**config.mk**
```make
export PLATFORM = sky130hd
export DESIGN_NAME = kc_ls1u_instr_mem_sync
export DESIGN_NICKNAME = d
export VERILOG_FILES = /design/src/rtl/kc_ls1u_instr_mem_sync.sv
export SDC_FILE = /design/constraint.sdc
export NUM_CORES = 2
export LEC_CHECK = 0
export CAP_MARGIN = 30
export CORE_ASPECT_RATIO = 0.75
export CORE_MARGIN = 2
export CORE_UTILIZATION = 63
export CTS_BUF_LIST = sky130_fd_sc_hd__clkbuf_16
export CTS_CLUSTER_DIAMETER = 120
export CTS_CLUSTER_SIZE = 40
export DETAILED_ROUTE_END_ITERATION = 6
export PLACE_DENSITY_LB_ADDON = 0.12
export SLEW_MARGIN = 20
export SYNTH_ARGS = -nofsm -noshare
export SYNTH_HDL_FRONTEND = slang
export SYNTH_SLANG_ARGS = --single-unit
```
**constraint.sdc**
```tcl
create_clock -name clk -period 3.03 [get_ports clk]
set_clock_uncertainty 0.15 [all_clocks]
set_input_delay 0.606 -clock clk [delete_from_list [all_inputs] [get_ports clk]]
set_output_delay 0.606 -clock clk [all_outputs]
set_load 0.01 [all_outputs]
```
**src/rtl/kc_ls1u_instr_mem_sync.sv**
```systemverilog
// KC_LS1u instruction memory with a clocked fetch port.
// Fetches use a req/ready handshake, have wait states, and return one valid pulse.
module kc_ls1u_instr_mem_sync #(
    parameter int unsigned        ADDR_W      = 24,
    parameter int unsigned        INSTR_W     = 16,
    parameter int unsigned        DEPTH       = 256,
    parameter int unsigned        WAIT_CYC    = 1,
    parameter logic [INSTR_W-1:0] FAULT_INSTR = '0
) (
    input  logic               clk,
    input  logic               rst,
    input  logic               fetch_req,
    input  logic [ADDR_W-1:0]  fetch_addr,
    output logic               fetch_ready,
    output logic               instr_valid,
    output logic [INSTR_W-1:0] instr,
    output logic               fetch_fault,
    output logic               fault_sticky,
    input  logic               fault_clr,
    input  logic               prog_we,
    input  logic [ADDR_W-1:0]  prog_addr,
    input  logic [INSTR_W-1:0] prog_data,
    output logic               prog_err
);

    localparam int unsigned IDX_W = (DEPTH > 1) ? $clog2(DEPTH) : 1;
    localparam logic [ADDR_W:0] DEPTH_X = (ADDR_W+1)'(DEPTH);

    typedef enum logic [1:0] {
        S_IDLE,
        S_WAIT,
        S_RESP
    } state_t;

    state_t             state;
    logic [3:0]         cnt;
    logic [ADDR_W-1:0]  addr_q;
    logic [INSTR_W-1:0] mem [DEPTH];

    logic               accept;
    logic               enter_resp;
    logic [ADDR_W-1:0]  resp_addr;
    logic               resp_ok;
    logic [INSTR_W-1:0] resp_word;
    logic               prog_ok;
    logic               fetch_set;
    logic               prog_set;

    // Full-width compare: high address bits must never alias into the array.
    function automatic logic in_range(input logic [ADDR_W-1:0] a);
        return {1'b0, a} < DEPTH_X;
    endfunction

    assign accept = fetch_req && fetch_ready;

    // With no wait states the array is read on the acceptance edge itself.
    always_comb begin
        enter_resp = 1'b0;
        resp_addr  = addr_q;
        if (accept && (WAIT_CYC == 0)) begin
            enter_resp = 1'b1;
            resp_addr  = fetch_addr;
        end else if ((state == S_WAIT) && (cnt == '0)) begin
            enter_resp = 1'b1;
        end
    end

    assign resp_ok   = in_range(resp_addr);
    assign resp_word = mem[resp_addr[IDX_W-1:0]];
    assign prog_ok   = in_range(prog_addr);
    assign fetch_set = enter_resp && !resp_ok;
    assign prog_set  = prog_we && !prog_ok;

    always_ff @(posedge clk or posedge rst) begin
        if (rst) begin
            state       <= S_IDLE;
            fetch_ready <= 1'b1;
            instr_valid <= 1'b0;
            instr       <= '0;
            fetch_fault <= 1'b0;
            cnt         <= '0;
            addr_q      <= '0;
        end else begin
            instr_valid <= enter_resp;
            if (enter_resp) begin
                instr       <= resp_ok ? resp_word : FAULT_INSTR;
                fetch_fault <= !resp_ok;
            end
            unique case (state)
                S_IDLE, S_RESP: begin
                    if (accept) begin
                        addr_q <= fetch_addr;
                        if (WAIT_CYC == 0) begin
                            state       <= S_RESP;
                            fetch_ready <= 1'b1;
                        end else begin
                            state       <= S_WAIT;
                            fetch_ready <= 1'b0;
                            cnt         <= 4'(WAIT_CYC - 1);
                        end
                    end else if (state == S_RESP) begin
                        state <= S_IDLE;
                    end
                end
                S_WAIT: begin
                    if (cnt == '0) begin
                        state       <= S_RESP;
                        fetch_ready <= 1'b1;
                    end else begin
                        cnt <= cnt - 4'd1;
                    end
                end
                default: begin
                    state       <= S_IDLE;
                    fetch_ready <= 1'b1;
                end
            endcase
        end
    end

    // A new fault outranks a clear arriving in the same cycle.
    always_ff @(posedge clk or posedge rst) begin
        if (rst) begin
            prog_err     <= 1'b0;
            fault_sticky <= 1'b0;
        end else begin
            prog_err <= prog_set;
            if (fetch_set || prog_set) begin
                fault_sticky <= 1'b1;
            end else if (fault_clr) begin
                fault_sticky <= 1'b0;
            end
        end
    end

    always_ff @(posedge clk) begin
        if (prog_we && prog_ok) begin
            mem[prog_addr[IDX_W-1:0]] <= prog_data;
        end
    end

endmodule

```
---- Yosys cells after proc, flatten, opt, wreduce, memory -nomap -nowiden ----
Memory sizes are Yosys's and may differ from the RTL's.
Index checks and enable logic that the tools add are counted.
storage, ports and cells
  flip-flop bits (word level) ............. 51
  bits in writable memories ............... 4096
  input port bits ......................... 69
  output and inout port bits .............. 21
  memories kept ........................... 1
memory list
  memory  words  bits a word  read ports  clocked after memory_dff  write ports  line  text
  mem     256    16           1           0                         1            38    logic [INSTR_W-1:0] mem [DEPTH];
cells by class
  add/sub/neg operators ................... 1
  $lt $le $gt $ge ......................... 2
  equal/unequal tests ..................... 6
  muxes and demuxes ....................... 16
  reduce and logical (&&, ||, !) cells .... 17
operator list
  cell                                                                            count
  24-bit by 9-bit less-than comparator with 1-bit output (second input constant)  2
  16-bit 2-to-1 mux                                                               1
  4-bit 2-to-1 mux                                                                2
  4-bit case mux with 2 select lines                                              1
  1-bit 2-to-1 mux                                                                7
  2-bit 2-to-1 mux                                                                3
  2-bit AND reduction                                                             3
  1-bit logical AND                                                               5
  4-bit logical NOT                                                               1
  2-bit != test (second input constant)                                           2
  2-bit case mux with 2 select lines                                              1
  2-bit nonzero test                                                              2
  4-bit by 1-bit subtractor with 4-bit output (second input constant)             1
  3-bit != test (second input constant)                                           1
  3-bit AND reduction                                                             1
  2-bit by 1-bit == test with 1-bit output (second input constant)                1
  2-bit == test (second input constant)                                           1
  1-bit logical NOT                                                               2
  2-bit logical NOT                                                               1
  2-bit by 1-bit != test with 1-bit output (second input constant)                1
  1-bit case mux with 2 select lines                                              1
  2-bit OR reduction                                                              1
  1-bit logical OR                                                                1

---- Depth between registers and ports, before layout ----
  word-level depth ........................ 6
  mapped depth ............................ 12

---- Worst setup path after synthesis ----
No wires, ideal clock.
  kind .................................... input -> register
  start point ............................. input prog_addr[12]
  end point ............................... memory mem[54][0] (enable)
  setup time .............................. 0.388 ns
  arrival ................................. 2.594 ns
  data required time ...................... 2.492 ns
  slack ................................... -0.102 ns
  stages on the path ...................... 6
  cell sequence ........................... nor4_1 > nand4_1 > nor4_1 > nand3_1 > clkbuf_1 > nor2_1
between the ends
  longest elaborated chain between the ends .. 4
ends and longest elaborated chain
  element                                                 line  text
  start: declaration                                      21    input logic [ADDR_W-1:0] prog_addr,
  24-bit by 9-bit less-than comparator with 1-bit output  51    return {1'b0, a} < DEPTH_X;
  1-bit logical AND                                       137   if (prog_we && prog_ok) begin
  1-bit 2-to-1 mux                                        137
  1-bit 2-to-1 mux (implied by the code)                  138   mem[prog_addr[IDX_W-1:0]] <= prog_data;
  end: declaration                                        38
No other way between the ends.

---- Final worst setup path ----
  start point ............................. register addr_q[0]
  end point ............................... register instr[12]
between the ends
  longest elaborated chain between the ends .. 2
ends and longest elaborated chain
  element                                                                                                    line  text
  start: declaration                                                                                         37    logic [ADDR_W-1:0] addr_q;
  start signal: assignment                                                                                   92    addr_q <= fetch_addr;
  memory read 256 x 16 bit / 24-bit by 9-bit less-than comparator with 1-bit output (equally long branches)  --
  16-bit 2-to-1 mux (*)                                                                                      86    instr <= resp_ok ? resp_word : FAULT_INSTR;
  end signal: assignment                                                                                     86
  end: declaration                                                                                           16    output logic [INSTR_W-1:0] instr,
Mark *: on every way between the ends. The rest lies on a longest branch, timed or not.
A chain may end at the register's enable or synchronous reset.

==> results by group <==
Clock network
  – Maximum buffer depth of the clock tree: 3
  – Clock Latency Late Sink: 870 ps
  – Depth of the CTS H-tree: 3
  – CTS Buf Count: 113
  – Clock slew at reported path FFs: 150 ps
  – CTS Root Buffer Type: clkbuf_16
  – CTS tree: built
  – Clk sinks: 4147

Timing
  – Finish-stage setup viols: 16
  – Unrepaired setup endpoints after global routing: yes
  – Hold Vio Cnt, Final: 0
  – Final period util: 1.160
  – Max-slew headroom: 0.3367
  – Slew @ Worst Pin: 994.9 ps
  – Setup WS post-layout: -485.6 ps
  – Slew Viols, Final: 0
  – WHS: 43.43 ps
  – Fmax: 0.2844 GHz
  – Post-layout minimum cycle time: 3516 ps

Die
  – Die height: 439.6 um
  – Ports: 90
  – Initial Util: 0.6350
  – Die Area: 257100 um2
  – Core area: 251100 um2
  – Die width: 584.9 um
  – Cell Rows: 159

Detailed routing
  – DRT iter0 DRCs: 14860
  – Wire per inst: 38.11 um
  – Via count: 84870
  – Via/cell ratio: 7.057
  – Pre-antenna DRT Iters: 6
  – DRC errors left: 0
  – Final WL: 458400 um
  – Post-DRT Antenna Nets: 0

Placement
  – Placer Congestion: 0.9487
  – Buffers on Ports: 89
  – Placed Cells: 11690
  – Dpl hpwl: 301000 um
  – Placed instance area: 177400 um2

Worst setup path
  – Crit start category: flip-flop
  – Buf+Inv Stages, Crit Path: 4
  – Dominant delay contributor by cell family on the critical path: multiplexers
  – CP required: 3650 ps
  – Worst Reg-to-Reg Cells: 11
  – CP most frequent cell: mux4_2
  – Slowest-stage cell, CP: mux4_2
  – Max incr delay on CP: 610 ps
  – Critical Path, Cell by Cell: buf_12 -> buf_16 -> buf_8 -> mux4_2 -> mux4_2 -> nand2_1 -> o211ai_1 -> a211oi_2 -> buf_4 -> nor4_4 -> a22o_1
  – Crit. End Element: flip-flop
  – Worst Path Arrival: 4130 ps
  – Reg-to-reg setup timing slack: -490 ps
  – CP Class: reg2reg
  – Max FO, Critical Path: 6
  – Worst R2R Start: addr_q[0]
  – Crit Reg-Reg Endpoint: instr[12]

Power
  – P_leak: 59.37 nW
  – Power density cells: 814.0 nW/um2
  – Pwr Total: 0.1501 W
  – Sw Pwr: 0.05071 W
  – Sequential power share: 0.424
  – P_int: 0.09938 W
  – Clock power share: 0.151
  – Combinational fraction of design power: 0.425
  – Max rail drop VDD: 0.0007152 V
  – Switching part of the total: 0.3379

Logic synthesis
  – Synth Warn #: 0
  – Avg Cell Area, Syn: 21.89 um2
  – Primary FF master, synth: edfxtp_1
  – Netlist Area Pre-Place: 159400 um2
  – Asr flop ratio synth: 0.01230
  – EDFF count, synth: 4096
  – Syn Nets: 7353
  – Yosys reg bits: 4147
  – Count of mapped cells out of synthesis: 7282
  – Sequential fraction of the synthesis area: 0.7796
  – Number of library cell types mapped by synthesis: 67

Flow run
  – Max Cap Viol: 0

Final layout
  – Design area: 184400 um2
  – Fraction of layout cells with a size suffix above 1: 0.3310
  – Area grow syn2layout: 15.67%
  – Final nets: 8657
  – Fin cells: 12030
  – Post-layout util: 0.7344

Worst hold path
  – Min-delay worst type: in2reg
  – WHS Endpoint: mem[184][15]
  – HP Start: prog_data[15]
  – Number of cells on the worst hold path: 1

Global routing
  – Number of global-route vias before repair: 80540
  – Antenna violations before repair: 24
  – First-pass GRT wire length: 630800 um
  – Largest net degree at the start of global routing: 87
  – GRT Residual Overflow: 0
  – Global Route Usage Sum: 0.3563

Run status
  – Status: finished with violations
  – Violated checks: setup timing
-- state kept, by name, summed over array words and instances, names as in the netlist, 2 cells and up --
signal	cells
mem	4096
addr_q	24
instr	16
cnt	4
state	2
-- stage by stage --
step | setup WS (ps) | setup TNS [ps]
2_1_floorplan | -102.3 | -56840
4_1_cts | -429.9 | -5891
3_3_place_gp | -1184 | -2215300
6_report | -485.6 | -6050
5_1_grt | -539.9 | -6324
3_5_place_dp | -1083 | -1847920
-- synth_stat cells (all sizes together) (3+ instances only) --
cell	count	area, um2
inv	9	33.79
o211ai	7	52.55
a22oi	70	525.5
edfxtp	4096	123000
o221ai	86	753.2
a32o	6	60.06
nor2	301	1130
nand4	13	81.33
nand2	122	457.9
a221oi	11	96.34
or2	3	18.77
nor4	35	219.0
clkbuf	161	604.3
o22ai	192	1201
and3	8	50.05
a21oi	83	415.4
nand3	73	365.4
and2	19	118.9
nor3	33	165.2
a2111oi	4	35.03
o21ai	72	360.3
nand2b	10	62.56
o31ai	8	60.06
a311oi	9	78.83
mux4	891	20070
o22a	3	26.28
mux2	27	304.0
a21o	5	37.54
buf	254	1819
dfrtp	50	1251
mux2i	500	5005
a31oi	6	37.54
a22o	21	183.9
o41ai	3	26.28
a211oi	31	232.7
nor2b	24	150.1
-- routing by layer --
metal	track usage	wire length, um	up-vias
met5	0	126	-
met4	0.1105	17180	20
met3	0.1124	70460	737
met2	0.5088	202000	6349
met1	0.5350	168600	44640
li1	-	-	33120
-- placed cells by master, fill, tap and decap left out, types with 59 or more instances in the layout --
cell type / n
buf_4: 1009
edfxtp_1: 4096
o221ai_1: 75
o22ai_1: 157
nor2_1: 237
nand2_1: 110
mux4_2: 891
buf_6: 59
mux2i_1: 476
buf_12: 385
a21oi_1: 74
nor2_2: 60
clkbuf_16: 125
clkdlybuf4s50_1: 73
-- worst register-to-register path: stages, from the launching register on --
cell and delay, ps:
dfrtp_4 460, buf_12 180, buf_16 190, buf_8 150, mux4_2 520, mux4_2 610, nand2_1 110, o211ai_1 180
a211oi_2 380, buf_4 220, nor4_4 70, a22o_1 210
-- worst max-delay path by stage --
stage / start / to / slack, ps / cells past startpoint
final: addr_q[0] / instr[12] / -490 / 11
after global routing: addr_q[0] / instr[4] / -540 / 14
after floorplan: prog_addr[12] / mem[54][0] / -100 / 6
after global placement: addr_q[2] / instr[6] / -1180 / 12
after CTS: addr_q[0] / instr[12] / -430 / 11
after detailed placement: addr_q[0] / instr[8] / -1080 / 13
-- timing repair --
item / 4_1_cts / 5_1_grt
endpoints found under the hold margin: 32 / 0
endpoints found under the setup margin: 16 / 150
buffers inserted: 57 / 86
pin swaps: 40 / 78
hold buffers: 2 / 0
cloned: 15 / 8
gates resized for setup: 196 / 245
-- kinds of logic (layout without fill, tap and decap cells) --
family	after synthesis	in the layout	share of synthesized area
fa+ha+maj	2	2	0.0001569
other cells	0	19	0
simple gates	655	655	0.01837
buf+inv	425	1769	0.01544
mux	1418	1418	0.1592
xor+xnor	2	2	0.0001099
compound gates	633	633	0.02717
flops	4147	4147	0.7796
-- power groups by stage --
stage / registers [W] / clock network (W) / logic (W)
2_1_floorplan: 0.0646 / 0 / 0.0282
3_3_place_gp: 0.0649 / 0 / 0.0548
3_5_place_dp: 0.0649 / 0 / 0.0554
4_1_cts: 0.0635 / 0.0227 / 0.0591
5_1_grt: 0.0636 / 0.0244 / 0.0651
6_report: 0.0636 / 0.0227 / 0.0638
-- final cells by class --
class / count / area [um2]
sequential: 4147 / 124300
multi-input combinational: 2710 / 34330
clock inverter: 38 / 165.2
clock buffer: 117 / 2928
inverter: 10 / 50.05
timing repair buffer: 1604 / 18350
fill: 14220 / 66670
antenna: 19 / 47.55
tap: 3381 / 4230
(Power assumes the default switching activity.)
